File: config.mk
export PLATFORM = sky130hd
export DESIGN_NAME = ff_bank_sync
export DESIGN_NICKNAME = d
export VERILOG_FILES = /design/src/rtl/ff_pkg.sv /design/src/rtl/ff_cell.sv /design/src/rtl/ff_bank_sync.sv
export SDC_FILE = /design/constraint.sdc
export NUM_CORES = 1
export LEC_CHECK = 0
export BUFFER_PORTS_ARGS = -buffer_cell sky130_fd_sc_hd__buf_4
export CELL_PAD_IN_SITES_DETAIL_PLACEMENT = 2
export CELL_PAD_IN_SITES_GLOBAL_PLACEMENT = 2
export CORE_UTILIZATION = 24
export DETAILED_ROUTE_END_ITERATION = 16
export HOLD_SLACK_MARGIN = 0.1
export PLACE_DENSITY_LB_ADDON = 0.1
export SKIP_CTS_REPAIR_TIMING = 1
export SKIP_LAST_GASP = 1
export SYNTH_ARGS = -nofsm -noshare
export SYNTH_HDL_FRONTEND = slang
export SYNTH_SLANG_ARGS = --single-unit
File: constraint.sdc
create_clock -name CK -period 1.3 [get_ports CK]
set_input_delay 0.325 -clock CK [delete_from_list [all_inputs] [get_ports CK]]
set_output_delay 0.325 -clock CK [all_outputs]
set_load 0.03 [all_outputs]
File: src/rtl/ff_pkg.sv
// Shared encodings for the flip-flop bank: operating modes and SR conflict resolution.
package ff_pkg;

   typedef enum logic [1:0] {
      MODE_D  = 2'b00,
      MODE_T  = 2'b01,
      MODE_JK = 2'b10,
      MODE_SR = 2'b11
   } mode_e;

   localparam int PRI_HOLD = 0;
   localparam int PRI_SET  = 1;
   localparam int PRI_RST  = 2;

endpackage

File: src/rtl/ff_cell.sv
// One mode-selectable flip-flop: D / T / JK / SR next-state logic plus its register.
module ff_cell
   import ff_pkg::*;
#(
   parameter int SR_PRI = PRI_HOLD
) (
   input  logic       clk,
   input  logic       rst_n,
   input  logic       en,
   input  logic [1:0] mode,
   input  logic       a,
   input  logic       b,
   output logic       q
);

   logic q_nxt;

   // Resolution of the S=R=1 case; any unknown setting falls back to hold.
   function automatic logic sr_both(input logic q_cur);
      logic r;
      case (SR_PRI)
         PRI_SET: r = 1'b1;
         PRI_RST: r = 1'b0;
         default: r = q_cur;
      endcase
      return r;
   endfunction

   // Next state from this channel's operands and current state under the shared mode.
   always_comb begin
      q_nxt = q;
      case (mode_e'(mode))
         MODE_D:  q_nxt = a;
         MODE_T:  q_nxt = q ^ a;
         MODE_JK: begin
            case ({a, b})
               2'b10:   q_nxt = 1'b1;
               2'b01:   q_nxt = 1'b0;
               2'b11:   q_nxt = ~q;
               default: q_nxt = q;
            endcase
         end
         MODE_SR: begin
            case ({a, b})
               2'b10:   q_nxt = 1'b1;
               2'b01:   q_nxt = 1'b0;
               2'b11:   q_nxt = sr_both(q);
               default: q_nxt = q;
            endcase
         end
         default: q_nxt = q;
      endcase
   end

   // State register; reset clears immediately, enable gates every update.
   always_ff @(posedge clk or negedge rst_n) begin
      if (!rst_n)
         q <= 1'b0;
      else if (en)
         q <= q_nxt;
   end

endmodule

File: src/rtl/ff_bank_sync.sv
// Bank of WIDTH mode-selectable flip-flops with sticky SR-conflict flags and a saturating event counter.
module ff_bank_sync
   import ff_pkg::*;
#(
   parameter int WIDTH  = 8,
   parameter int SR_PRI = PRI_HOLD,
   parameter int ILL_CW = 4
) (
   input  logic              CK,
   input  logic              RB,
   input  logic              EN,
   input  logic [1:0]        MODE,
   input  logic [WIDTH-1:0]  A,
   input  logic [WIDTH-1:0]  B,
   input  logic              CLR_ILL,
   output logic [WIDTH-1:0]  Q,
   output logic [WIDTH-1:0]  QB,
   output logic [WIDTH-1:0]  ILL,
   output logic [ILL_CW-1:0] ILL_CNT
);

   localparam logic [ILL_CW-1:0] CNT_ONE = ILL_CW'(1);

   logic [WIDTH-1:0] ill_evt;
   logic             ill_any;

   // Counter increment that sticks at all-ones instead of wrapping.
   function automatic logic [ILL_CW-1:0] sat_inc(input logic [ILL_CW-1:0] v);
      return (&v) ? v : v + CNT_ONE;
   endfunction

   for (genvar i = 0; i < WIDTH; i++) begin : g_cell
      ff_cell #(
         .SR_PRI (SR_PRI)
      ) u_cell (
         .clk   (CK),
         .rst_n (RB),
         .en    (EN),
         .mode  (MODE),
         .a     (A[i]),
         .b     (B[i]),
         .q     (Q[i])
      );
   end

   assign QB = ~Q;

   // An illegal event needs an enabled SR-mode edge with S and R both high on that channel.
   always_comb begin
      ill_evt = '0;
      if (EN && (mode_e'(MODE) == MODE_SR))
         ill_evt = A & B;
      ill_any = |ill_evt;
   end

   // Sticky flags and event count; clear beats a coincident event and ignores EN.
   always_ff @(posedge CK or negedge RB) begin
      if (!RB) begin
         ILL     <= '0;
         ILL_CNT <= '0;
      end else if (CLR_ILL) begin
         ILL     <= '0;
         ILL_CNT <= '0;
      end else if (ill_any) begin
         ILL     <= ILL | ill_evt;
         ILL_CNT <= sat_inc(ILL_CNT);
      end
   end

endmodule

### After elaboration in Yosys (flattened, before gate mapping)

Index checks and enable logic that the tools add are counted.

* register bits after elaboration: 20
* input bits: 22
* output and inout bits: 28
* logic and storage cells: 118

* add/sub/neg operators: 1
* eq/ne operators: 44
* multiplexer cells: 30
* bitwise operators: 19
* reductions and logical operators: 14

Operators with widths (count)
* $eq A2 B2 Y1 const B: 18
* $ne A4 B1 Y1 const B: 8
* $pmux W1 S4: 8
* $mux W8: 3
* $ne A3 B1 Y1 const B: 8
* $pmux W1 S3: 8
* $reduce_and A3 Y1: 8
* $eq A2 B1 Y1 const B: 9
* $pmux W1 S2: 8
* $mux W4: 3
* $and A8 B8 Y8: 1
* $not A1 Y1: 8
* $not A8 Y8: 1
* $or A8 B8 Y8: 1
* $reduce_or A8 Y1: 1
* $xor A1 B1 Y1: 8
* $add A4 B1 Y4 const B: 1
* $reduce_and A4 Y1: 1
* $logic_not A2 Y1: 1
* $ne A2 B2 Y1 const B: 1
* $reduce_and A2 Y1: 1
* $reduce_bool A2 Y1: 1
* $logic_and A1 B1 Y1: 1

### Logic depth before layout (Yosys ltp)

Gate-level depths: netlist of run 1.

* word-level depth: 6
* gate-level depth with buffers: 6
* gate-level depth less buffers: 6

### Hierarchy

Synthesis of run 1 repeated with hierarchy kept, for this count alone.

* cell total of the unflattened synthesis: 216
* area, all modules: 1940.6 µm²

Modules (own cells, without submodules)
* ff_cell: times used 8, cells an instance 19, area each 162.7 µm², sequential area each 25.0 µm²
* ff_bank_sync: times used 1, cells an instance 64, area each 639.4 µm², sequential area each 300.3 µm²

### Worst setup path after synthesis of run 1

Ideal clock, no wire load.

* path kind: in2reg
* start point: input port A[5]
* end point: register ILL_CNT[2]
* setup time: 0.125 ns
* data arrival time: 1.346 ns
* required time: 1.175 ns
* setup slack: -0.171 ns
* stages: 4
* buffers on the path: 0
* cell sequence: a222oi_1 a31oi_1 o21ai_0 mux2_2

* cells in the longest elaborated chain, start to end: 5

Ends and longest elaborated chain
* start, declared: RTL line ff_bank_sync.sv:13 `input logic [WIDTH-1:0] A,`
* $and A8 B8 Y8: RTL line ff_bank_sync.sv:52 `ill_evt = A & B;`
* $mux W8: RTL line ff_bank_sync.sv:51 `if (EN && (mode_e'(MODE) == MODE_SR))`
* $reduce_or A8 Y1: RTL line ff_bank_sync.sv:53 `ill_any = |ill_evt;`
* $reduce_bool A2 Y1 (no line)
* $reduce_and A2 Y1 (no line)
* end signal, assigned: RTL line ff_bank_sync.sv:66 `ILL_CNT <= sat_inc(ILL_CNT);`
* end, declared: RTL line ff_bank_sync.sv:19 `output logic [ILL_CW-1:0] ILL_CNT`

No other way between the ends.
A chain may end at the register's enable or synchronous reset.

### Final worst setup path of run 1

* start point: input port B[5]
* end point: register ILL_CNT[0]

* cells in the longest elaborated chain, start to end: 5

Ends and longest elaborated chain
* start, declared: RTL line ff_bank_sync.sv:14 `input logic [WIDTH-1:0] B,`
* $and A8 B8 Y8: RTL line ff_bank_sync.sv:52
* $mux W8: RTL line ff_bank_sync.sv:51
* $reduce_or A8 Y1: RTL line ff_bank_sync.sv:53
* $reduce_bool A2 Y1 (no line)
* $reduce_and A2 Y1 (no line)

No other way between the ends.

==> results.cfg, run 1 <==
[placed_design]
dp_cells = 299
dpl.hpwl_microns = 3950
place_congestion = 0.779
place.port_buffers = 49
place_area_sq_um = 2020
pre_cts_ws_ns = -0.583

[sta]
hold_slack_ns = 0.279
tightestPinTransition_ns = 0.417
timing.final.crit_share_pct = 117
rsz0062_at_grt = yes
max_freq_mhz = 655
clock_skew_ns = 0.000550
hold_violations = 0
relSlewSlack_pct = 72.2
period_needed_ns = 1.53
setup_slack_ns = -0.226
finalMaxSlewViolations = 0
setup_viol = 4

[setup_path]
ff2ff_path_depth = 4
start_kind = input pin
crit_required_ns = 1.45
path_cells = buf_6 -> a222oi_1 -> buf_4 -> a31oi_4 -> o21a_1 -> mux2_4
path_max_fanout = 3
timing.rr.start = ILL_CNT[1]$_DFFE_PN0P_
end_kind = flop
crit_slowest_cell = a222oi_1
r2r_end = ILL_CNT[3]$_DFFE_PN0P_
worst-setup-path-type = input pin to flop
slowest_delay_ns = 0.43
cp-startpoint = B[5]
r2r_slack_ns = -0.13
crit_end = ILL_CNT[0]$_DFFE_PN0P_
cp_data_arrival_time_ns = 1.68

[pwr]
power_density_nw_per_um2 = 1030
p_leak_nw = 1.07
finalPower_mw = 2.33
ir_worst_vdd_mv = 0.480

[global_route]
grt-ovfl-total = 0
grt_pass1_vias = 1715
grt_max_degree = 22
antenna_found_initial = 0
grt_usage_pct = 18.6
grt_pass1_wl_microns = 8710

[route]
vias_per_cell = 4.97
ant_nets = 0
drt_pass1_iterations = 4
drtIter0Drc = 64
wl_microns = 5310
num_vias = 1550
remaining_drc_errors = 0
wl_per_cell_microns = 17.0

[clock_network]
cts_tree = done
cts_max_level = 1
cts_buffers = 3
cts-root-buf = clkbuf_8
clockBufferDepth = 2
worstSkewPairLatency_ns = 0.26
cts.clk_slew.worst_paths_ns = 0.08
cts_sinks = 20

[floorplan]
rows = 26
placeableCoreArea_sq_um = 5240
io_pins = 50
die_area_sq_um = 5840
die_height_microns = 76.4
initial_core_util_pct = 25.4
dieWidth_microns = 76.4

[synth]
synthSimpleGateAreaFrac_pct = 14.4
synth_top_family_by_area = compound AO/OA/AOI/OAI gates
synth_xor_area_share_pct = 0
synth_compound_area_share_pct = 30.2
synthCells = 158
syn-mean-instance-area_sq_um = 8.42
synth_fa_ha_area_share_pct = 3.76
synth_fp_nets = 184
synth_cell_type_count = 33
synth-seq-cells = 20
ys.flop_type = dfrtp_1
yosysSeqAreaShare_pct = 37.6
yosysWarnings = 0
synthMuxAreaShare_pct = 3.57
synth_edf_count = 0
synth_area_sq_um = 1330
ys_async_sr_fraction_pct = 100

[outcome]
run_status = finished with violations
violations = setup timing

[layout]
nFillCells = 575
design_area_sq_um = 2260
synthToLayoutAreaGrowth_pct = 69.8
drive_gt1_share_pct = 50.4
fin_cells = 312
layout.nets = 269
antennaDiodeCount = 0

[worst_hold_path]
hp-start = EN
hp-class = input pin to flop

[run]
max_cap_viol_count = 0
==> synthesized netlist by cell type (all sizes together) (2+ instances only) <==
cell type	n	share of area [%]
o21a	2	1.1
nand3	5	1.9
a21oi	11	4.1
nor2b	2	0.94
a22oi	2	1.1
dfrtp	20	38
o22ai	13	6.1
mux2	3	2.8
nor2	16	4.5
clkbuf	4	1.1
o22a	6	4.0
nand2b	2	0.94
a31oi	8	3.8
a311o	2	1.5
buf	12	5.9
ha	4	3.8
nand2	15	4.2
o21ai	3	1.1
inv	12	3.4
a221oi	7	4.6
==> cell usage in the layout, fill, tap and decap left out, drive strengths merged, types with 2 or more instances in the layout <==
master,synthesis,final
buf,12,95
nand2b,2,2
a22oi,2,2
o21ai,3,3
a21oi,11,11
ha,4,4
o22a,6,6
nand3,5,5
o22ai,13,13
mux2,3,3
inv,12,12
nor2b,2,2
a31oi,8,8
nor2,16,16
o21a,2,2
a311o,2,2
a221oi,7,7
dfrtp,20,20
clkbuf,4,4
nand2,15,15
==> where the power goes <==
group | leakage [nW] | internal [mW] | switching, mW | total, mW
Combinational | 0.783 | 0.492 | 0.573 | 1.07
Clock | 0.0288 | 0.270 | 0.228 | 0.498
Sequential | 0.254 | 0.687 | 0.0765 | 0.764
==> area by class of cell <==
| class | instances | area, sq um | share of cell area, % |
|---|---|---|---|
| repair buffers | 96 | 813 | 36.0 |
| clock buffers | 4 | 55.1 | 2.44 |
| inverters | 12 | 47.5 | 2.11 |
| well taps | 70 | 87.6 | 3.88 |
| flip-flops and latches | 20 | 507 | 22.4 |
| multi-input cells | 110 | 748 | 33.1 |
==> cells by family (layout without fill, tap and decap cells) <==
group                      Yosys count  after routing
and+or+nand+nor                     44             44
adders and majority gates            4              4
DFF                                 20             20
buffers and inverters               28            112
AOI/OAI and AO/OA                   58             58
muxes                                4              4
==> per-stage QoR <==
step	utilization, %	setup TNS [ns]
2_1_floorplan	-	-0.498
3_3_place_gp	38.5	-2.41
3_5_place_dp	38.5	-3.17
4_1_cts	39.6	-1.03
5_1_grt	43.1	-1.12
6_report	43.1	-0.735
==> worst min-delay path by stage <==
stage | to | slack, ns | cells past startpoint
after floorplan | ILL[0]$_DFFE_PN0P_ | 0.03 | 0
after global placement | g_cell[0].u_cell.q$_DFFE_PN0P_ | 0.24 | 1
after detailed placement | g_cell[0].u_cell.q$_DFFE_PN0P_ | 0.24 | 1
after CTS | g_cell[0].u_cell.q$_DFFE_PN0P_ | -0.05 | 1
after global routing | g_cell[6].u_cell.q$_DFFE_PN0P_ | 0.28 | 2
final | g_cell[6].u_cell.q$_DFFE_PN0P_ | 0.28 | 2
==> critical path, delay by kind of cell <==
kind,cells,cell delay [ns]
AOI/OAI and AO/OA,3,0.76
buffers and inverters,2,0.29
muxes,1,0.29
==> registers in the layout, indices dropped and copies added, names as in the netlist <==
name / count
ILL_CNT: 4
g_cell.u_cell.q: 8
ILL: 8
==> layer usage <==
| metal | global-route usage, % | vias up | wire [microns] |
|---|---|---|---|
| met5 | 0 | - | 0 |
| met4 | 4.62 | 0 | 24 |
| met3 | 2.51 | 2 | 143 |
| met2 | 35.4 | 32 | 2870 |
| met1 | 21.7 | 774 | 2270 |
| li1 | - | 742 | - |
(Power assumes the default switching activity.)
==> inputs of run 2 (changes only) <==
Settings changed: CORE_MARGIN from default to 5.
==> run 2 against run 1 <==
Compared with the run above: the run still ends with setup timing left; flip-flop and latch count unchanged; total power up 5.5%; combinational power about the same; clock skew up 0.011 ns; first-iteration DRC count down 6.3%; global-route usage down 3.5 points; register-to-register slack better by 0.07 ns; critical endpoint unchanged.
==> results.cfg, run 2 (synthesis results as in run 1) <==
[layout]
largest_registers = ILL (8), g_cell.u_cell.q (8), ILL_CNT (4)
antennaDiodeCount = 0
synthToLayoutAreaGrowth_pct = 68.7
layout.nets = 268
final_cell_mix = buf_4 (78), dfrtp_1 (16), nand2_1 (15), nor2_1 (15), buf_6 (15)
fin_util_pct = 41.2
final_common_cell = buf_4
drive_gt1_share_pct = 49.4

[sta]
relSlewSlack_pct = 69.1
hold_slack_ns = 0.302
rsz0062_at_grt = yes
setup_slack_ns = -0.202
finalMaxSlewViolations = 0
fin_setup_tns_ns = -0.598
hold_violations = 0
setup_viol = 4
tightestPinTransition_ns = 0.464
clock_skew_ns = 0.0112
max_freq_mhz = 666
period_needed_ns = 1.50
timing.final.crit_share_pct = 116

[setup_path]
path_max_fanout = 3
start_kind = input pin
end_kind = flop
crit_required_ns = 1.44
worst-setup-path-type = input pin to flop
cp_data_arrival_time_ns = 1.65

[clock_network]
cts-root-buf = clkbuf_8
cts.clk_slew.worst_paths_ns = 0.07
cts_buffers = 3
cts_tree = done
worstSkewPairLatency_ns = 0.27
cts_max_level = 1
cts_sinks = 20
clockBufferDepth = 2

[global_route]
grt_pass1_wl_microns = 8900
grt_pass1_vias = 1791
grt_max_degree = 21
antenna_found_initial = 0
grt-ovfl-total = 0
grt_usage_pct = 15.1

[floorplan]
initial_core_util_pct = 24.5
rows = 27
placeableCoreArea_sq_um = 5440
dieWidth_microns = 84.4
die_area_sq_um = 7130
die_height_microns = 84.4
io_pins = 50

[route]
vias_per_cell = 4.98
wl_microns = 5660
num_vias = 1558
remaining_drc_errors = 0
drt_pass1_iterations = 6
ant_nets = 0
wl_per_cell_microns = 18.1
drtIter0Drc = 60

[pwr]
p_leak_nw = 1.06
power_density_nw_per_um2 = 1090
ir_worst_vdd_mv = 0.611
finalPower_mw = 2.46

[placed_design]
dpl.hpwl_microns = 4310
place_congestion = 0.731
place.port_buffers = 49

[run]
max_cap_viol_count = 0

[worst_hold_path]
hp-class = input pin to flop

[outcome]
run_status = finished with violations
violations = setup timing
## run 2: critical path, cell delays in order
cell and delay (ns):
buf_6 0.09, a222oi_1 0.38, buf_4 0.20, a31oi_4 0.11, o21a_1 0.25, mux2_4 0.30
## run 2: through the flow
step,instance area [sq um],setup WS [ns],std cells
CTS,2070,-0.325,306
global route,2240,-0.263,313
finish,2240,-0.202,313
global placement,2000,-0.503,302
floorplan,1330,-0.171,158
detailed placement,2000,-0.573,302
## run 2: worst paths after layout
kind                                   startpoint                        endpoint  slack (ns)  cells after the start
max                                          B[5]          ILL_CNT[0]$_DFFE_PN0P_       -0.20                      6
min                                            EN  g_cell[6].u_cell.q$_DFFE_PN0P_        0.30                      2
max reg2reg                ILL_CNT[1]$_DFFE_PN0P_          ILL_CNT[3]$_DFFE_PN0P_       -0.06                      4
min reg2reg                    ILL[6]$_DFFE_PN0P_              ILL[6]$_DFFE_PN0P_        0.51                      2
max in group asynchronous                      RB          ILL_CNT[0]$_DFFE_PN0P_        0.56                      2
min in group asynchronous                      RB  g_cell[1].u_cell.q$_DFFE_PN0P_        0.48                      2
## run 2: final cells by class
type / count / area, sq um
Clock buffer: 3 / 41.3
Clock inverter: 1 / 30.0
Fill cell: 611 / 3200
Inverter: 12 / 47.5
Multi-Input combinational cell: 110 / 744
Sequential cell: 20 / 505
Tap cell: 72 / 90.1
Timing Repair Buffer: 95 / 785
## run 2: power by group
group          switching [mW]  internal, mW
clock network           0.229         0.411
logic                   0.572         0.480
registers              0.0778         0.686
## run 2: routing by layer
layer / wire, microns / track usage, %
met2: 2960 / 27.0
met5: 0 / 0
met3: 197 / 3.43
met4: 25 / 2.16
met1: 2480 / 18.9
